--- src/rtl/d_instr_queue_if.sv ---
// Handshake and field bundle between the fetch stage, the instruction queue and the
// decode stage.
//   slave  : the queue side. It takes flush, the F-side push channel, the D-side
//            ready and ext_op. It drives in_ready, the head entry and its split fields.
//   master : the environment side, which drives the queue.
// Parameters DEPTH and PC_W must match the d_instr_queue instance that uses this
// interface. The count width is derived from DEPTH.
interface d_instr_queue_if #(
  parameter int unsigned DEPTH = 4,
  parameter int unsigned PC_W  = 32
);
  localparam int unsigned CntW = $clog2(DEPTH) + 1;

  logic            flush;
  logic            in_valid;
  logic            in_ready;
  logic [PC_W-1:0] in_pc;
  logic [31:0]     in_instr;
  logic            out_valid;
  logic            out_ready;
  logic [1:0]      ext_op;
  logic [PC_W-1:0] out_pc;
  logic [5:0]      Op;
  logic [4:0]      Rs;
  logic [4:0]      Rt;
  logic [4:0]      Rd;
  logic [4:0]      Shamt;
  logic [5:0]      func;
  logic [15:0]     Imm16;
  logic [25:0]     Addr26;
  logic [31:0]     Imm32;
  logic [CntW-1:0] count;

  modport master (
    output flush, in_valid, in_pc, in_instr, out_ready, ext_op,
    input  in_ready, out_valid, out_pc, Op, Rs, Rt, Rd, Shamt, func, Imm16, Addr26,
           Imm32, count
  );

  modport slave (
    input  flush, in_valid, in_pc, in_instr, out_ready, ext_op,
    output in_ready, out_valid, out_pc, Op, Rs, Rt, Rd, Shamt, func, Imm16, Addr26,
           Imm32, count
  );
endinterface

--- src/rtl/d_instr_queue.sv ---
// F->D instruction buffer. It is a DEPTH-entry circular FIFO of {pc, instr} with a
// valid/ready handshake on both sides. An integrated field splitter drives the decode
// fields and the extended immediate from the head entry.
// Ports:
//   clk      rising-edge clock
//   reset_n  asynchronous active-low reset (pointers/count cleared, storage not reset)
//   bus      d_instr_queue_if.slave: flush, push channel (in_*), pop channel (out_*),
//            ext_op, split fields Op/Rs/Rt/Rd/Shamt/func/Imm16/Addr26/Imm32 and count
// Parameters: DEPTH (power of two, >= 2), PC_W.
// Optional feature, selected with the macro D_SPLIT_BYPASS_EN:
//   When the queue is empty, an incoming instruction is presented at the output in the
//   same cycle. If decode takes it, the instruction is never written.
module d_instr_queue #(
  parameter int unsigned DEPTH = 4,
  parameter int unsigned PC_W  = 32
) (
  input logic              clk,
  input logic              reset_n,
  d_instr_queue_if.slave   bus
);
  localparam int unsigned PtrW = $clog2(DEPTH);
  localparam int unsigned CntW = PtrW + 1;
  localparam logic [CntW-1:0] CntFull = CntW'(DEPTH);

  logic [PC_W-1:0] pc_mem    [DEPTH];
  logic [31:0]     instr_mem [DEPTH];

  logic [PtrW-1:0] rd_ptr_q, rd_ptr_d;
  logic [PtrW-1:0] wr_ptr_q, wr_ptr_d;
  logic [CntW-1:0] count_q, count_d;

  logic            empty, full, bypass;
  logic            push, pop, wr_en, rd_en;
  logic [PC_W-1:0] head_pc;
  logic [31:0]     head_instr;

  assign empty = (count_q == '0);
  assign full  = (count_q == CntFull);

`ifdef D_SPLIT_BYPASS_EN
  assign bypass = empty & bus.in_valid & ~bus.flush;
`else
  assign bypass = 1'b0;
`endif

  assign bus.in_ready  = ~full;
  assign bus.out_valid = ~empty | bypass;
  assign bus.count     = count_q;

  // A flush cancels any handshake in the same cycle.
  assign push = bus.in_valid & ~full & ~bus.flush;
  assign pop  = bus.out_valid & bus.out_ready & ~bus.flush;

  // A bypassed word consumed in the same cycle never touches storage. A bypassed word
  // that is not consumed is written normally, and no stored entry is read.
  assign wr_en = push & ~(bypass & pop);
  assign rd_en = pop & ~bypass;

  always_comb begin
    rd_ptr_d = rd_ptr_q;
    wr_ptr_d = wr_ptr_q;
    count_d  = count_q;
    if (bus.flush) begin
      rd_ptr_d = '0;
      wr_ptr_d = '0;
      count_d  = '0;
    end else begin
      // DEPTH is a power of two, so the pointers wrap naturally.
      if (wr_en) wr_ptr_d = wr_ptr_q + PtrW'(1);
      if (rd_en) rd_ptr_d = rd_ptr_q + PtrW'(1);
      case ({wr_en, rd_en})
        2'b10:   count_d = count_q + CntW'(1);
        2'b01:   count_d = count_q - CntW'(1);
        default: count_d = count_q;
      endcase
    end
  end

  always_ff @(posedge clk or negedge reset_n) begin
    if (!reset_n) begin
      rd_ptr_q <= '0;
      wr_ptr_q <= '0;
      count_q  <= '0;
    end else begin
      rd_ptr_q <= rd_ptr_d;
      wr_ptr_q <= wr_ptr_d;
      count_q  <= count_d;
    end
  end

  // Storage is deliberately left unreset.
  always_ff @(posedge clk) begin
    if (wr_en) begin
      pc_mem[wr_ptr_q]    <= bus.in_pc;
      instr_mem[wr_ptr_q] <= bus.in_instr;
    end
  end

  // Head selection. All head-derived outputs are forced to zero when there is no
  // valid head.
  always_comb begin
    head_pc    = '0;
    head_instr = '0;
    if (bypass) begin
      head_pc    = bus.in_pc;
      head_instr = bus.in_instr;
    end else if (!empty) begin
      head_pc    = pc_mem[rd_ptr_q];
      head_instr = instr_mem[rd_ptr_q];
    end
  end

  assign bus.out_pc = head_pc;
  assign bus.Op     = head_instr[31:26];
  assign bus.Rs     = head_instr[25:21];
  assign bus.Rt     = head_instr[20:16];
  assign bus.Rd     = head_instr[15:11];
  assign bus.Shamt  = head_instr[10:6];
  assign bus.func   = head_instr[5:0];
  assign bus.Imm16  = head_instr[15:0];
  assign bus.Addr26 = head_instr[25:0];

  always_comb begin
    bus.Imm32 = '0;
    unique case (bus.ext_op)
      2'b00:   bus.Imm32 = {16'h0000, head_instr[15:0]};
      2'b01:   bus.Imm32 = {{16{head_instr[15]}}, head_instr[15:0]};
      2'b10:   bus.Imm32 = {head_instr[15:0], 16'h0000};
      default: bus.Imm32 = '0;
    endcase
  end
endmodule

--- src/flat_wrapper.sv ---
// flat-port wrapper written by rule: the top's interface ports become plain ports
module d_instr_queue_flat 
#(
  parameter int unsigned DEPTH = 4,
  parameter int unsigned PC_W  = 32
)
  (clk, reset_n, bus_flush, bus_in_valid, bus_in_pc, bus_in_instr, bus_out_ready, bus_ext_op, bus_in_ready, bus_out_valid, bus_out_pc, bus_Op, bus_Rs, bus_Rt, bus_Rd, bus_Shamt, bus_func, bus_Imm16, bus_Addr26, bus_Imm32, bus_count);
  d_instr_queue_if #(.DEPTH(DEPTH), .PC_W(PC_W)) bus_i ();
  input logic clk;
  input logic reset_n;
  input wire logic [$bits(bus_i.flush)-1:0] bus_flush;
  input wire logic [$bits(bus_i.in_valid)-1:0] bus_in_valid;
  input wire logic [$bits(bus_i.in_pc)-1:0] bus_in_pc;
  input wire logic [$bits(bus_i.in_instr)-1:0] bus_in_instr;
  input wire logic [$bits(bus_i.out_ready)-1:0] bus_out_ready;
  input wire logic [$bits(bus_i.ext_op)-1:0] bus_ext_op;
  output wire logic [$bits(bus_i.in_ready)-1:0] bus_in_ready;
  output wire logic [$bits(bus_i.out_valid)-1:0] bus_out_valid;
  output wire logic [$bits(bus_i.out_pc)-1:0] bus_out_pc;
  output wire logic [$bits(bus_i.Op)-1:0] bus_Op;
  output wire logic [$bits(bus_i.Rs)-1:0] bus_Rs;
  output wire logic [$bits(bus_i.Rt)-1:0] bus_Rt;
  output wire logic [$bits(bus_i.Rd)-1:0] bus_Rd;
  output wire logic [$bits(bus_i.Shamt)-1:0] bus_Shamt;
  output wire logic [$bits(bus_i.func)-1:0] bus_func;
  output wire logic [$bits(bus_i.Imm16)-1:0] bus_Imm16;
  output wire logic [$bits(bus_i.Addr26)-1:0] bus_Addr26;
  output wire logic [$bits(bus_i.Imm32)-1:0] bus_Imm32;
  output wire logic [$bits(bus_i.count)-1:0] bus_count;
  assign bus_i.flush = bus_flush;
  assign bus_i.in_valid = bus_in_valid;
  assign bus_i.in_pc = bus_in_pc;
  assign bus_i.in_instr = bus_in_instr;
  assign bus_i.out_ready = bus_out_ready;
  assign bus_i.ext_op = bus_ext_op;
  assign bus_in_ready = bus_i.in_ready;
  assign bus_out_valid = bus_i.out_valid;
  assign bus_out_pc = bus_i.out_pc;
  assign bus_Op = bus_i.Op;
  assign bus_Rs = bus_i.Rs;
  assign bus_Rt = bus_i.Rt;
  assign bus_Rd = bus_i.Rd;
  assign bus_Shamt = bus_i.Shamt;
  assign bus_func = bus_i.func;
  assign bus_Imm16 = bus_i.Imm16;
  assign bus_Addr26 = bus_i.Addr26;
  assign bus_Imm32 = bus_i.Imm32;
  assign bus_count = bus_i.count;
  d_instr_queue #(.DEPTH(DEPTH), .PC_W(PC_W)) u_core (.clk(clk), .reset_n(reset_n), .bus(bus_i));
endmodule
--- config.mk ---
export PLATFORM = sky130hd
export DESIGN_NAME = d_instr_queue_flat
export DESIGN_NICKNAME = d
export VERILOG_FILES = /design/src/rtl/d_instr_queue_if.sv /design/src/rtl/d_instr_queue.sv /design/src/flat_wrapper.sv
export SDC_FILE = /design/constraint.sdc
export NUM_CORES = 1
export LEC_CHECK = 0
export CELL_PAD_IN_SITES_DETAIL_PLACEMENT = 0
export CELL_PAD_IN_SITES_GLOBAL_PLACEMENT = 1
export CORE_MARGIN = 2
export CORE_UTILIZATION = 48
export DETAILED_ROUTE_END_ITERATION = 7
export DONT_BUFFER_PORTS = 1
export GPL_ROUTABILITY_DRIVEN = 0
export GPL_TIMING_DRIVEN = 1
export PLACE_DENSITY = 0.84
export SLEW_MARGIN = 25
export SYNTH_ARGS = -nofsm -noshare
export SYNTH_HDL_FRONTEND = slang
export SYNTH_SLANG_ARGS = --single-unit
--- constraint.sdc ---
create_clock -name clk -period 3.2 [get_ports clk]
set_input_delay 0.32 -clock clk [delete_from_list [all_inputs] [get_ports clk]]
set_output_delay 0.32 -clock clk [all_outputs]
set_load 0.02 [all_outputs]
# ---- Yosys cells after proc, flatten, opt, wreduce, memory -nomap -nowiden
# Memory sizes are Yosys's and may differ from the RTL's.
# Cells that the tools add are included.
# Widths: inputs -> output; s select.
dict set report classes {
  bitwise_logic 7
  eq_ne 5
  reduce_logical 5
  n_mux 11
  n_addsub 4
}
# cell count
set ops {}
lappend ops {{$pmux 32 s3} 1}
lappend ops {{$mux 32} 2}
lappend ops {{$mux 2} 4}
lappend ops {{$pmux 3 s2} 1}
lappend ops {{$add 2x1->2 const B} 2}
lappend ops {{$and 1x1->1} 4}
lappend ops {{$eq 2x1->1 const B} 2}
lappend ops {{$eq 2x2->1 const B} 2}
lappend ops {{$reduce_bool 2->1} 2}
lappend ops {{$add 3x1->3 const B} 1}
lappend ops {{$eq 3x3->1 const B} 1}
lappend ops {{$logic_not 3->1} 1}
lappend ops {{$mux 3} 1}
lappend ops {{$not 1->1} 3}
lappend ops {{$reduce_bool 3->1} 1}
lappend ops {{$sub 3x1->3 const B} 1}
lappend ops {{$logic_not 2->1} 1}
lappend ops {{$mux 1} 2}
dict set report word_totals {
  word_cells 37
  regBits 7
  mem_count 2
  mem_bits_rw 256
  in_bits 71
  output_inout_bits 143
}
# name depth width read_ports rd_clocked_by_memory_dff wr line
set mem_list {}
lappend mem_list {u_core.instr_mem 4 32 1 0 1 d_instr_queue.sv:26} ;# logic [31:0] instr_mem [DEPTH];
lappend mem_list {u_core.pc_mem 4 32 1 0 1 d_instr_queue.sv:25} ;# logic [PC_W-1:0] pc_mem [DEPTH];

# ---- Depth between registers and ports, before layout
dict set report logic_depth {
  ltp_word 7
  mapped_depth 7
}

# ---- Worst setup path after synthesis
# OpenSTA, ideal clock, no wires.
dict set report synth_timing {
  path_kind {reg2reg}
  start {register u_core.count_q[0] (netlist: u_core.bus.count[0])}
  end {memory u_core.instr_mem[2][0], enable pin}
  setup_time_ns 0.429
  stages_incl_launch_ff 5
  t_arrival_ns 2.555
  setup_slack_ns 0.216
  cell_sequence {dfrtp_1 -> buf_2 -> nor3b_1 -> nor3_1 -> and2_1}
}
dict set report synth_between {
  elab_chain_cells 6
}
# item line
set synth_rtl {}
lappend synth_rtl {{start, declared} d_instr_queue.sv:30} ;# logic [CntW-1:0] count_q, count_d;
lappend synth_rtl {{start signal, assigned} d_instr_queue.sv:87} ;# count_q <= count_d;
lappend synth_rtl {{$eq 3x3->1} d_instr_queue.sv:38} ;# assign full = (count_q == CntFull);
lappend synth_rtl {{$not 1->1} d_instr_queue.sv:51} ;# assign push = bus.in_valid & ~full & ~bus.flush;
lappend synth_rtl {{$and 1x1->1 (2 in a row)} d_instr_queue.sv:51}
lappend synth_rtl {{$mux 1} d_instr_queue.sv:93} ;# if (wr_en) begin
lappend synth_rtl {{$mux 1 (implied by the code)} d_instr_queue.sv:95} ;# instr_mem[wr_ptr_q] <= bus.in_instr;
lappend synth_rtl {{end, declared} d_instr_queue.sv:26}
# Every way passes these cells.

# ---- Final worst setup path
dict set report layout_timing {
  start {register u_core.count_q[0] (netlist: u_core.bus.count[0])}
  end {output port bus_Imm32[18]}
}
dict set report layout_between {
  elab_chain_cells 3
}
# item line
set layout_rtl {}
lappend layout_rtl {{$logic_not 3->1} d_instr_queue.sv:37} ;# assign empty = (count_q == '0);
lappend layout_rtl {{$mux 32} d_instr_queue.sv:107} ;# end else if (!empty) begin
lappend layout_rtl {{$pmux 32 s3} d_instr_queue.sv:125} ;# unique case (bus.ext_op)
lappend layout_rtl {{end, declared} flat_wrapper.sv:28} ;# output wire logic [$bits(bus_i.Imm32)-1:0] bus_Imm32;
# Every way passes these cells.

==> run summary <==
run status: complete, no violations
hold crit path type: input port to flop
end-of-flow core utilization: 0.5638
Synth top cells by count: 256 x edfxtp_1, 84 x and2_1, 64 x mux4_2
Die X: 154.0 um
Worst-Margin Slew: 1037 ps
Max-Cap Viols: 0
Post-synth top flop: edfxtp_1
first-pass GRT wire length: 31.16 mm
Root Driver: clkbuf_16
Worst Reg2Reg Path Length in Cells: 4
register area share after synthesis: 0.7285
CTS Buf Count: 26
pre-CTS WS: 725.8 ps
top-area cell type share of the netlist area: 0.7123
Total Routing Usage GR: 0.1707
min-delay src: bus_out_ready
power per cell area: 711.2 mW/mm2
final period utilization: 0.9144
number of routed nets with antenna violations: 0
Post-Syn Area per Cell: 19.45 um2
CTS Sinks: 263
Iter 0 DRT Violations: 276
largest net degree at the start of global routing: 38
Initial Utilization: 0.4915
post-DR wirelength/cell: 22.79 um
fin. max-slew vios: 0
hold path depth: 2
CTS tree: done
setup TNS: 0 ps
Top Ports: 214
crit path kind: flop to output port
initial antenna violation count: 0
ys async rst share: 0.02662
final worst slack: 274.0 ps
CTS resizes: 0
highest clock rate: 341.8 MHz
crit path DAT: 2610 ps
# rows: 54
WP data required: 2880 ps
Setup Viol. Count Final: 0
LEAKAGE: 4.066 nW
Mapped Area: 0.01079 mm2
CP Capture Type: output port
core area: 0.02196 mm2
crit-path max cell delay: 860 ps
# DRC: 0
Gate Count Post-Synth: 555
reg2reg end: u_core.pc_mem[0][29]
Net Count, Synth: 631
Hold Fails Final Rpt: 0
fin crit period: 2926 ps
clk buf depth: 3
RSZ-0062 raised after global routing: false
CP cell instances: nor3_1, nor3b_2, a21o_1
synthesis-stage register bit count: 263
r2r setup slk: 750 ps
largest cells by area after synthesis: edfxtp_1 71%, mux4_2 13%, and2_1 4.9%
Worst Skew: 17.33 ps
CTS H-tree lvls: 1
Inst Count DP: 773
Max-Slew Margin vs Limit: 0.3055
Syn-to-layout area delta: 14.71%
Unique masters post-synth: 37
total grt overflow: 0
fill count: 1634
Die Area: 0.02370 mm2
Startpoint Class: flop
vias in the first global route: 5394
diode insertion count for antenna repair: 0
drt first pass iters: 6
slowest CP cell: nor3b_2
count leader, synth: edfxtp_1
non-filler cells, final: 889
dpl hpwl: 12.37 mm
hold_buf cts: 69
Worst Path Max Fanout: 15
Via density: 5.655
layout cell share with drive strength beyond 1: 0.2020
worst-skew pair later-pin latency: 520 ps
CTS clk-pin slew, worst paths: 60 ps
maximum vdd ir drop: 472.5 uV
wirelength, routed: 20.26 mm
Synth area leader: edfxtp_1
hold path endpoint: u_core.bus.count[1]
Vert. Die Dim: 154.0 um
via count: 5027
synth warn: 0
reg2reg start: u_core.bus.count[0]
Post-synth EDFFs: 256
worst hold margin: 20.70 ps
Buffers on Ports: 0
NumNets Final: 666
setup repair bufs after CTS: 0
[cells in the final DEF, fill, tap and decap left out, types with 4 or more instances in the layout]
| cell | synthesis | routed |
|---|---|---|
| clkinv_1 | 0 | 8 |
| ha_1 | 4 | 4 |
| nor2_1 | 5 | 5 |
| edfxtp_1 | 256 | 256 |
| buf_12 | 0 | 5 |
| a21o_1 | 15 | 15 |
| mux4_2 | 64 | 64 |
| and2_4 | 0 | 4 |
| clkinv_2 | 0 | 5 |
| dlygate4sd3_1 | 0 | 69 |
| buf_4 | 47 | 6 |
| and2_1 | 84 | 80 |
| inv_1 | 5 | 4 |
| a21oi_1 | 5 | 5 |
| clkbuf_16 | 0 | 27 |
| dfrtp_1 | 7 | 5 |
[registers in the layout, indices dropped and copies added (netlist names)]
name	flops
u_core.instr_mem	128
u_core.pc_mem	128
u_core.bus.count	3
u_core.rd_ptr_q	2
u_core.wr_ptr_q	2
[power by group]
part	internal [mW]	switching (mW)	total, mW
sequential	3.90	0.0746	3.98
clock	1.77	1.21	2.98
combinational	0.588	1.26	1.85
[worst max path at each step]
stage | from | endpoint | slack, ps | depth (start not counted)
floorplan | u_core.bus.count[0] | u_core.instr_mem[2][0] | 220 | 4
global placement | u_core.bus.count[1] | u_core.instr_mem[1][12] | 830 | 4
detailed placement | u_core.bus.count[0] | u_core.instr_mem[1][14] | 730 | 4
CTS | u_core.bus.count[0] | bus_Imm32[22] | 280 | 4
global route | u_core.bus.count[0] | bus_Imm32[24] | 60 | 4
finish | u_core.bus.count[0] | bus_Imm32[18] | 270 | 3
[critical path: cells and delay by family, from the launching register on]
family / cells / cell delay, ps
and+or+nand+nor: 2 / 1050
AOI/OAI and AO/OA: 1 / 340
DFF: 1 / 670
[cells by family after synthesis]
kind of cell / Yosys count / synth area share
AO/OA/AOI/OAI: 32 / 0.02075
XOR/XNOR: 4 / 0.003247
adder cells (fa/ha/maj): 5 / 0.006492
buffers and inverters: 78 / 0.04510
flip-flops: 263 / 0.7285
multiplexers: 65 / 0.1346
AND/OR/NAND/NOR: 108 / 0.06132
[layout make-up]
class | count | area (um2) | area share
repair buffers | 80 | 835.8 | 0.06751
inverters | 5 | 18.77 | 0.001516
clock inverters | 19 | 167.7 | 0.01354
clock buffers | 28 | 679.4 | 0.05488
well taps | 280 | 350.3 | 0.02830
flip-flops and latches | 263 | 7870 | 0.6357
multi-input cells | 214 | 2459 | 0.1986
[through the flow]
step,instance area [um2],power [mW]
6_report,12380,8.805
5_1_grt,12380,9.125
4_1_cts,12380,8.901
3_5_place_dp,10840,5.827
3_3_place_gp,10840,5.803
2_1_floorplan,10790,5.752
[routing by layer]
layer | global-route usage | part of all wire
met5 | 0 | 0
met4 | 0.05029 | 0.026
met3 | 0.03523 | 0.056
met2 | 0.3207 | 0.54
met1 | 0.1965 | 0.38
No activity file was read; power rests on OpenSTA's default activity.
